==> config.mk <==
export PLATFORM = sky130hd
export DESIGN_NAME = axi_lite_reg_bridge
export DESIGN_NICKNAME = d
export VERILOG_FILES = /design/src/rtl/axi_lite_reg_bridge.sv
export SDC_FILE = /design/constraint.sdc
export NUM_CORES = 1
export LEC_CHECK = 0
export CORE_AREA = 5 5 198 200
export CTS_BUF_LIST = sky130_fd_sc_hd__clkbuf_2
export CTS_CLUSTER_SIZE = 24
export DETAILED_ROUTE_END_ITERATION = 10
export DIE_AREA = 0 0 203 205
export PLACE_DENSITY = 0.59
export SLEW_MARGIN = 0
export SYNTH_ARGS = -nofsm -noshare
export SYNTH_HDL_FRONTEND = slang
export SYNTH_SLANG_ARGS = --single-unit
==> constraint.sdc <==
create_clock -name clk_i -period 3.27 [get_ports clk_i]
set_input_delay 0.981 -clock clk_i [delete_from_list [all_inputs] [get_ports clk_i]]
set_output_delay 0.981 -clock clk_i [all_outputs]
set_load 0.005 [all_outputs]
==> src/rtl/axi_lite_reg_bridge.sv <==
// axi_lite_reg_bridge: single-beat AXI4 slave to one-cycle register strobe, plus a two-flop input synchronizer.
//
// Ports:
//   clk_i, rst_ni            clock, asynchronous active-low reset
//   aw_*/w_*/b_*/ar_*/r_*    AXI4 slave channels (one outstanding transaction, single beat)
//   address_o/en_o/we_o      register strobe, one cycle per transaction
//   data_o/data_i            register write data / read data (sampled in the read strobe cycle)
//   a_i/z_o                  asynchronous input and its synchronized copy
//
// Optional checks: define AXI_LITE_BRIDGE_ASSERT_EN (simulation only).
module axi_lite_reg_bridge #(
    parameter int AXI_ADDR_WIDTH = 64,
    parameter int AXI_DATA_WIDTH = 64,
    parameter int AXI_ID_WIDTH   = 10
) (
    input  logic                        clk_i,
    input  logic                        rst_ni,
    input  logic [AXI_ID_WIDTH-1:0]     aw_id,
    input  logic [AXI_ADDR_WIDTH-1:0]   aw_addr,
    input  logic                        aw_valid,
    output logic                        aw_ready,
    input  logic [AXI_DATA_WIDTH-1:0]   w_data,
    input  logic [AXI_DATA_WIDTH/8-1:0] w_strb,
    input  logic                        w_last,
    input  logic                        w_valid,
    output logic                        w_ready,
    output logic [AXI_ID_WIDTH-1:0]     b_id,
    output logic [1:0]                  b_resp,
    output logic                        b_valid,
    input  logic                        b_ready,
    input  logic [AXI_ID_WIDTH-1:0]     ar_id,
    input  logic [AXI_ADDR_WIDTH-1:0]   ar_addr,
    input  logic                        ar_valid,
    output logic                        ar_ready,
    output logic [AXI_ID_WIDTH-1:0]     r_id,
    output logic [AXI_DATA_WIDTH-1:0]   r_data,
    output logic [1:0]                  r_resp,
    output logic                        r_last,
    output logic                        r_valid,
    input  logic                        r_ready,
    output logic [AXI_ADDR_WIDTH-1:0]   address_o,
    output logic                        en_o,
    output logic                        we_o,
    output logic [AXI_DATA_WIDTH-1:0]   data_o,
    input  logic [AXI_DATA_WIDTH-1:0]   data_i,
    input  logic                        a_i,
    output logic                        z_o
);
    typedef enum logic [1:0] {IDLE, READ, WRITE, WRITE_B} state_e;

    state_e                      state_q;
    logic [AXI_ADDR_WIDTH-1:0]   addr_q;
    logic [AXI_ID_WIDTH-1:0]     id_q;
    logic [AXI_DATA_WIDTH-1:0]   rdata_q;
    logic [1:0]                  sync_q;
    logic                        rd_hs, wr_hs;
    logic                        unused;

    // Strobe and burst qualifiers are ignored: every write is a full word.
    assign unused = ^{w_strb, w_last};

    assign rd_hs     = (state_q == IDLE) && ar_valid;
    assign wr_hs     = (state_q == WRITE) && w_valid;
    assign ar_ready  = state_q == IDLE;
    // Reads win a same-cycle tie, so AW is only accepted when no AR competes.
    assign aw_ready  = (state_q == IDLE) && !ar_valid;
    assign w_ready   = state_q == WRITE;
    assign b_valid   = state_q == WRITE_B;
    assign r_valid   = state_q == READ;
    assign b_id      = id_q;
    assign r_id      = id_q;
    assign r_data    = rdata_q;
    assign b_resp    = 2'b00;
    assign r_resp    = 2'b00;
    assign r_last    = r_valid;
    assign en_o      = rd_hs || wr_hs;
    assign we_o      = wr_hs;
    assign address_o = rd_hs ? ar_addr : wr_hs ? addr_q : '0;
    assign data_o    = wr_hs ? w_data : '0;
    assign z_o       = sync_q[1];

    always_ff @(posedge clk_i or negedge rst_ni) begin
        if (!rst_ni) begin
            state_q <= IDLE;
            addr_q  <= '0;
            id_q    <= '0;
            rdata_q <= '0;
        end else begin
            case (state_q)
                IDLE: begin
                    if (ar_valid) begin
                        state_q <= READ;
                        id_q    <= ar_id;
                        rdata_q <= data_i;
                    end else if (aw_valid) begin
                        state_q <= WRITE;
                        id_q    <= aw_id;
                        addr_q  <= aw_addr;
                    end
                end
                READ:    if (r_ready) state_q <= IDLE;
                WRITE:   if (w_valid) state_q <= WRITE_B;
                WRITE_B: if (b_ready) state_q <= IDLE;
                default: state_q <= IDLE;
            endcase
        end
    end

    always_ff @(posedge clk_i or negedge rst_ni) begin
        if (!rst_ni) sync_q <= '0;
        else         sync_q <= {sync_q[0], a_i};
    end

`ifdef AXI_LITE_BRIDGE_ASSERT_EN
    initial if (AXI_DATA_WIDTH != 64) $fatal(1, "axi_lite_reg_bridge: AXI_DATA_WIDTH must be 64");
    a_en_single: assert property (@(posedge clk_i) disable iff (!rst_ni) en_o |=> !en_o);
    a_r_hold:    assert property (@(posedge clk_i) disable iff (!rst_ni) r_valid && !r_ready |=> r_valid);
    a_b_hold:    assert property (@(posedge clk_i) disable iff (!rst_ni) b_valid && !b_ready |=> b_valid);
`else
`endif
endmodule

==> flow_metrics.py <==
metrics = {
    "pwr": {
        "leakage_nw": 5.75,
        "p_per_area_mw_per_mm2": 721,
        "irDropWorstVdd_uv": 354,
    },
    "yosys": {
        "syn_area_sq_mm": 0.00670,
        "synth-seq-cells": 142,
        "avgSynthCellArea_sq_um": 13.5,
        "ys_async_sr_fraction_pct": 100,
        "synth-main-ff-cell": "dfrtp_1",
        "synth_xor_area_share_pct": 0,
        "synth_edf_count": 0,
        "synth.distinct_cells": 21,
        "synthSimpleGateAreaFrac_pct": 7.32,
        "ys.warnings.count": 0,
        "synthCells": 497,
        "synthMuxAreaShare_pct": 24.9,
        "synth_adder_area_share_pct": 0,
        "yosysSeqAreaShare_pct": 53.0,
        "synth_top_family_by_area": "multiplexers",
        "synth-compound-area-share_pct": 8.82,
    },
    "layout": {
        "final_util_pct": 35.2,
        "layout.cells.most_common_list": "clkdlybuf4s50_1, mux2_2, dfrtp_1, a22o_1, buf_2",
        "final_nets": 1335,
        "final_common_cell": "clkdlybuf4s50_1",
        "layout-drive-gt1-share_pct": 37.4,
        "area_delta_synth_final_pct": 95.4,
    },
    "routing": {
        "wl_per_cell_um": 21.2,
        "drt_first_pass_iters": 4,
        "drc_errors": 0,
        "wirelength_mm": 32.4,
        "ant_nets": 0,
        "viasPerCell": 4.12,
        "drt_iter0_markers": 306,
        "vias": 6301,
    },
    "clock_network": {
        "clock_latency_ps": 790,
        "numCtsBuffers": 17,
        "hold_buffers": 0,
        "cts_tree": "built",
        "h-tree-depth": 4,
        "cts_root_buf": "clkbuf_2",
        "clk_path_buf_depth": 2,
        "cts.clk_slew.worst_paths_ps": 240,
        "clock-sinks": 142,
    },
    "critical_path": {
        "crit_path_max_fanout": 5,
        "r2r-end": "r_data[48]$_DFFE_PN0P_",
        "crit_end": "address_o[62]",
        "cp-start-kind": "flip-flop",
        "worstReg2RegStart": "state_q[1]$_DFFE_PN0P_",
        "arrival_ps": 2360,
        "rrSetupSlack_ps": 1120,
        "critPathLaunch": "state_q[1]$_DFFE_PN0P_",
        "cp-end-kind": "primary output",
        "critPathKind": "flip-flop to primary output",
        "r2r_cells": 8,
        "worstPathRequired_ps": 2290,
    },
    "placed_design": {
        "place_hpwl_mm": 21.6,
        "io_buffers": 504,
        "gp_congestion": 0.745,
    },
    "timing": {
        "slew_violations": 0,
        "setup_viol": 50,
        "hold_violations": 0,
        "skew_ps": 45.3,
        "slew_headroom_pct": 60.5,
        "clock.fmax_ghz": 0.299,
        "period_needed_ps": 3340,
        "rsz0062_at_grt": "yes",
        "setup_ws_ps": -74.0,
        "whs_ps": 142,
        "period_share_pct": 102,
        "max_slew.worst_pin.slew_ps": 592,
    },
    "global_routing": {
        "antenna_found_initial": 1,
        "grt_pass1_wl_mm": 44.9,
        "overflow": 0,
        "grt_pass1_vias": 6855,
        "grt_usage_pct": 14.5,
        "grt_max_degree": 59,
    },
    "worst_hold_path": {
        "hp-class": "primary input to async pin",
    },
    "floorplan": {
        "die-area_sq_mm": 0.0416,
        "rows": 71,
        "pin_count": 518,
        "start_util_pct": 18.0,
        "dieHeight_um": 205,
        "fp.coreArea_sq_mm": 0.0372,
        "chipWidth_um": 203,
    },
    "run_status": {
        "violations": "negative setup slack",
        "status": "finished, violations left",
    },
    "flow_run": {
        "cap_violations": 0,
    },
}
## cell usage after synthesis, types with 2 or more instances
cell type	instances	area, sq um
buf_6	11	124
clkbuf_1	16	60.1
o21ai_0	3	15.0
and3_1	64	400
nand2_1	3	11.3
nor2b_1	2	12.5
and2_1	3	18.8
a22o_1	64	561
mux2_2	143	1610
buf_4	18	135
buf_2	15	75.1
mux2_1	5	56.3
dfrtp_1	142	3550
## kinds of logic (layout without fill, tap and decap cells)
group	after synthesis	in the layout
AOI/OAI and AO/OA	69	69
buffers and inverters	60	614
DFF	142	142
muxes	148	148
other	1	5
and+or+nand+nor	77	77
## flip-flops by register name, indices dropped and copies added, names as in the netlist
register and flops:
sync_q 2, b_id 10, state_q 2, r_data 64
addr_q 64
## how the worst min path moves through the flow
stage,endpoint,slack [ps]
after global routing,addr_q[46]$_DFFE_PN0P_,60
after floorplan,sync_q[1]$_DFF_PN0_,330
after CTS,addr_q[47]$_DFFE_PN0P_,7
after global placement,sync_q[1]$_DFF_PN0_,330
after detailed placement,sync_q[1]$_DFF_PN0_,330
final,addr_q[38]$_DFFE_PN0P_,140
## routing by layer
layer / global-route usage (%) / share of wire, % / wire [um]
met3: 4.61 / 7.7 / 2500
met1: 16.7 / 39 / 12500
met4: 5.07 / 2.3 / 729
met5: 0 / 0 / 0
met2: 25.3 / 51 / 16600
## stage by stage
step | setup TNS, ps | cell area [sq um] | setup slack (ps) | power (mW) | instances
after floorplan | 0 | 6710 | 604 | 5.01 | 500
after global placement | -36920 | 12200 | -394 | 7.60 | 1440
after detailed placement | -37360 | 12200 | -403 | 7.66 | 1440
after CTS | -15790 | 13300 | -303 | 9.73 | 1533
after global routing | -16460 | 13100 | -244 | 10.1 | 1529
final | -1320 | 13100 | -74.0 | 9.43 | 1529
## critical path, cell delays in order, from the launching register on
cell and delay [ps]:
dfrtp_2 460, buf_4 130, nor2b_4 120, and2_4 190, buf_12 150, buf_4 150, a22o_1 220, buf_2 140
## power by group
group,internal (mW),switching (mW),leakage [nW]
combinational,3.35,1.81,3.93
clock,0.427,0.688,0.142
sequential,2.64,0.532,1.68
## final cells by class
type	instances	area (sq um)
fill	3752	24100
timing repair buffer	583	5810
sequential	142	3560
multi-input combinational	298	2880
tap	474	593
clock inverter	11	144
clock buffer	20	100
antenna	1	2.50
## what timing repair did
| action | CTS | global route |
|---|---|---|
| endpoints found under the setup margin | 133 | 132 |
| buffers inserted | 51 | 7 |
| resized for setup | 507 | 40 |
| hold endpoints to repair | 0 | 0 |
| gates cloned | 14 | 4 |
| pin swaps | 25 | 21 |
No activity file was read; power rests on OpenSTA's default activity.
